==> src/rtl/fetch_redirect.sv <==
// fetch_redirect: owns the fetch PC, issues one instruction-bus request at a
// time, drops responses made stale by a redirect, and holds one fetched
// instruction for decode.
// Optional build macro FETCH_PERF_CNT_EN adds saturating redirect/discard counters.
module fetch_redirect #(
  parameter int unsigned     XLEN     = 64,
  parameter logic [XLEN-1:0] RESET_PC = 64'h0000_0000_8000_0000
) (
  input  logic            clk,
  input  logic            reset,
  input  logic [1:0]      flush_i,
  input  logic [XLEN-1:0] br_pc_i,
  input  logic [XLEN-1:0] wb_pc_i,
  output logic            ireq_valid_o,
  output logic [XLEN-1:0] ireq_addr_o,
  input  logic            iresp_addr_ok_i,
  input  logic            iresp_data_ok_i,
  input  logic [31:0]     iresp_data_i,
  input  logic            stall_i,
  output logic            inst_valid_o,
  output logic [31:0]     inst_o,
  output logic [XLEN-1:0] inst_pc_o
`ifdef FETCH_PERF_CNT_EN
  ,
  output logic [31:0]     perf_redirects_o,
  output logic [31:0]     perf_discards_o
`endif
);

  typedef enum logic [1:0] {
    S_REQ,
    S_WAIT,
    S_DISCARD
  } state_t;

  localparam logic [XLEN-1:0] PC_STEP = XLEN'(4);

  state_t          state;
  logic [XLEN-1:0] pc;
  logic [XLEN-1:0] req_pc;
  logic [XLEN-1:0] redir_pc;

  logic            flush;
  logic [XLEN-1:0] flush_tgt;
  logic            slot_free;
  logic            req_fire;

  // Flush decode, slot availability and the request handshake.
  // The reset gate only shapes the port; flops see the ungated fire term.
  always_comb begin
    flush        = |flush_i;
    flush_tgt    = flush_i[1] ? wb_pc_i : br_pc_i;
    slot_free    = !inst_valid_o || !stall_i;
    req_fire     = (state == S_REQ) && slot_free && iresp_addr_ok_i;
    ireq_valid_o = reset && (state == S_REQ) && slot_free;
    ireq_addr_o  = pc;
  end

  // Fetch FSM: PC ownership, request tracking and stale-response discard.
  always_ff @(posedge clk or negedge reset) begin
    if (!reset) begin
      state    <= S_REQ;
      pc       <= RESET_PC;
      req_pc   <= '0;
      redir_pc <= '0;
    end else begin
      case (state)
        S_REQ: begin
          if (req_fire) begin
            req_pc <= pc;
            if (flush) begin
              redir_pc <= flush_tgt;
              state    <= S_DISCARD;
            end else begin
              state    <= S_WAIT;
            end
          end else if (flush) begin
            pc <= flush_tgt;
          end
        end
        S_WAIT: begin
          if (iresp_data_ok_i) begin
            state <= S_REQ;
            pc    <= flush ? flush_tgt : req_pc + PC_STEP;
          end else if (flush) begin
            redir_pc <= flush_tgt;
            state    <= S_DISCARD;
          end
        end
        S_DISCARD: begin
          if (iresp_data_ok_i) begin
            state <= S_REQ;
            pc    <= flush ? flush_tgt : redir_pc;
          end else if (flush) begin
            redir_pc <= flush_tgt;
          end
        end
        default: state <= S_REQ;
      endcase
    end
  end

  // Single-entry output slot toward decode; a flush always empties it.
  always_ff @(posedge clk or negedge reset) begin
    if (!reset) begin
      inst_valid_o <= 1'b0;
      inst_o       <= '0;
      inst_pc_o    <= '0;
    end else if (flush) begin
      inst_valid_o <= 1'b0;
    end else if ((state == S_WAIT) && iresp_data_ok_i) begin
      inst_valid_o <= 1'b1;
      inst_o       <= iresp_data_i;
      inst_pc_o    <= req_pc;
    end else if (!stall_i) begin
      inst_valid_o <= 1'b0;
    end
  end

`ifdef FETCH_PERF_CNT_EN
  logic dropped;

  // A response is dropped when it lands in DISCARD or races a flush in WAIT.
  always_comb begin
    dropped = iresp_data_ok_i &&
              ((state == S_DISCARD) || ((state == S_WAIT) && flush));
  end

  // Saturating event counters.
  always_ff @(posedge clk or negedge reset) begin
    if (!reset) begin
      perf_redirects_o <= '0;
      perf_discards_o  <= '0;
    end else begin
      if (flush && (perf_redirects_o != '1))
        perf_redirects_o <= perf_redirects_o + 32'd1;
      if (dropped && (perf_discards_o != '1))
        perf_discards_o <= perf_discards_o + 32'd1;
    end
  end
`endif

endmodule

==> config.mk <==
export PLATFORM = sky130hd
export DESIGN_NAME = fetch_redirect
export DESIGN_NICKNAME = d
export VERILOG_FILES = /design/src/rtl/fetch_redirect.sv
export SDC_FILE = /design/constraint.sdc
export NUM_CORES = 1
export LEC_CHECK = 0
export CAP_MARGIN = 20
export CORE_ASPECT_RATIO = 1.75
export CORE_MARGIN = 3
export CORE_UTILIZATION = 41
export CTS_BUF_LIST = sky130_fd_sc_hd__clkbuf_2 sky130_fd_sc_hd__clkbuf_4 sky130_fd_sc_hd__clkbuf_8
export DETAILED_ROUTE_END_ITERATION = 10
export PLACE_DENSITY = 0.67
export SKIP_CTS_REPAIR_TIMING = 1
export SLEW_MARGIN = 25
export SYNTH_ARGS = -nofsm -noshare
export SYNTH_HDL_FRONTEND = slang
export SYNTH_SLANG_ARGS = --single-unit
==> constraint.sdc <==
create_clock -name clk -period 3.1 [get_ports clk]
set_input_delay 0.62 -clock clk [delete_from_list [all_inputs] [get_ports clk]]
set_output_delay 0.62 -clock clk [all_outputs]
set_load 0.01 [all_outputs]
==> out/results.ini <==
[outcome]
outcome = finished clean

[hold_path]
hp-class = in -> async

[setup_path]
cp_slowest_cell = clkdlybuf4s50_1
cpPeakStageDelay_ns = 0.55
r2r_setup_slack_ns = 0.21
required_ns = 2.48
crit_type = reg -> out
end_kind = primary output
path_cells = inv_1 > ha_1 > and3_1 > clkdlybuf4s50_1
worstPathArrival_ns = 2.37
crit_path_max_fanout = 9
start_kind = flip-flop

[logic_synthesis]
yosysWarnings = 0
synth_cell_type_count = 65
yosysSeqAreaShare = 0.500
synth-edff-count = 0
ys_seq_elements = 291
synth_area_per_cell_um2 = 10.6
ys.flop_type = dfrtp_1
ys_async_sr_fraction = 1.00
syn-cell-area_um2 = 14600
syn_nets = 1541
synthCells = 1369

[finish]
layout_common_cells = clkdlybuf4s50_1, dfrtp_1, mux2_2, a21oi_1, o21ai_0
final_layout_size_suffix_gt1_frac = 0.186
syn2layout_area_growth_pct = 34.8
fin_nets = 1857
layout_commonest_cell = clkdlybuf4s50_1
instances_no_fill = 2183

[clock_tree]
cts-root-buf = clkbuf_8
clk_latency_ns = 0.58
cts_tree = yes
clock_tree.buffer_depth = 3
cts_sinks = 291
htree_num_levels = 2
clkTransAtPathRegs_ns = 0.07
numCtsBuffers = 44

[place]
place_inst = 2099
portBuffers = 328
place_congestion = 0.866
place_hpwl_um = 34100
dpl_worst_slack_ns = 0.221

[drt]
vias = 12516
drtPass1Iterations = 7
ant_nets = 0
viasPerCell = 5.73
drtIter0Drc = 877
routed_wl_um = 47800
post_drt_wl_per_cell_um = 21.9
drc = 0

[grt]
use_met1 = 0.276
top_usage_layer = met2
grt_pass1_vias = 12928
antenna_found_initial = 7
grt_overflow_total = 0
use_met3 = 0.0400
track_usage = 0.247
grt_first_pass_wirelength_um = 73200
grt_max_degree = 77
grt_util_met2 = 0.458

[die]
initial_core_util = 0.418
dieWidth_um = 148
die_h_um = 255
dieArea_um2 = 37900
io-pin-count = 329
rows = 90
core_region_area_um2 = 34800

[sta]
setup_ws_ns = 0.106
slew_violations = 0
fin_crit_ns = 2.99
worst_pin_slew_ns = 0.906
report.final.setup_viol = 0
fmax_ghz = 0.334
finClkSkew_ns = 0.0277
max-slew-margin-rel = 0.396
fin_crit_sh = 0.966
rsz0062_at_grt = false
fin_setup_tns_ns = 0
hold_violations = 0

[power_and_ir_drop]
leakagePower_nw = 8.21
ir_drop_mv = 0.526
powerDensity_nw_per_um2 = 977

[flow_run]
maxCapViolations = 0

==> cell type report <==
class	instances	area, µm²
tap	460	576
sequential	291	7280
timing repair buffer	383	3830
multi-input combinational	951	6830
fill	2962	15200
antenna	6	15.0
clock buffer	68	867
inverter	14	52.6
clock inverter	10	175
==> synthesized netlist by cell type, drive strengths merged (2+ instances only) <==
cell type	number	area, µm²
ha	5	62.6
a31oi	23	144
inv	14	52.6
and4	16	140
a221oi	26	228
a2bb2oi	2	17.5
o21ai	104	521
o21bai	3	22.5
o21a	2	15.0
nor3	19	100
nor4	8	77.6
a22o	9	78.8
buf	32	144
nand2	73	274
nand4	15	93.8
or4	3	26.3
nor2b	5	31.3
mux2i	60	601
nand3b	2	15.0
a211o	2	17.5
o211ai	11	82.6
or3	3	23.8
a32o	9	90.1
nand2b	7	43.8
clkbuf	81	304
a21oi	133	666
xnor2	24	218
and3	13	81.3
a31o	2	17.5
or2	2	12.5
nand3	30	150
a2111o	2	22.5
xor2	24	210
a22oi	2	15.0
a222oi	2	20.0
a221o	18	180
a211oi	15	113
dfrtp	290	7260
mux2	166	1870
and2	10	62.6
nor2	90	338
==> metal layers <==
layer,vias up,wire length (µm)
li1,5668,-
met1,6250,17400
met2,486,25800
met3,110,2660
met4,2,1950
met5,-,9
==> where the power goes <==
group	leakage, nW	switching (mW)	internal (mW)
registers	3.63	1.58	5.51
logic	4.04	4.17	4.17
clock network	0.551	1.56	2.20
==> sequential cells by signal, summed over array words and instances (netlist names) <==
name / count
state: 2
inst_valid_o: 1
redir_pc: 64
inst_pc_o: 64
req_pc: 64
ireq_addr_o: 64
inst_o: 32
==> cell families (layout without fill, tap and decap cells) <==
logic type	Yosys count	count (layout)	synth area share
compound gates	375	375	0.161
buf+inv	127	475	0.0344
xor+xnor	48	48	0.0294
other cells	0	6	0
mux	226	226	0.170
flops	291	291	0.500
fa+ha+maj	5	5	0.00430
simple gates	297	297	0.101
==> final timing paths <==
kind | startpoint | end | depth (start not counted)
max | state[0] | ireq_valid_o | 4
min | reset | req_pc[3] | 2
max reg2reg | req_pc[2] | ireq_addr_o[46] | 7
min reg2reg | ireq_addr_o[15] | ireq_addr_o[15] | 2
max in group asynchronous | reset | inst_pc_o[47] | 3
min in group clk | ireq_addr_o[15] | ireq_addr_o[15] | 2
==> critical path, delay by kind of cell (launching register included) <==
family,cells,cell delay (ns)
buffers and inverters,2,0.69
AND/OR/NAND/NOR,1,0.24
adder cells (fa/ha/maj),1,0.45
flip-flops,1,0.42
==> per-stage QoR <==
step / instance area, µm² / util / power [mW] / hold slack, ns
global placement: 18600 / 0.534 / 15.2 / 0.485
floorplan: 14600 / - / 11.3 / 0.324
detailed placement: 18600 / 0.534 / 15.5 / 0.493
finish: 19600 / 0.564 / 19.2 / 0.134
global route: 19600 / 0.564 / 20.3 / 0.153
CTS: 19600 / 0.564 / 19.3 / 0.122
(Power assumes the default switching activity.)
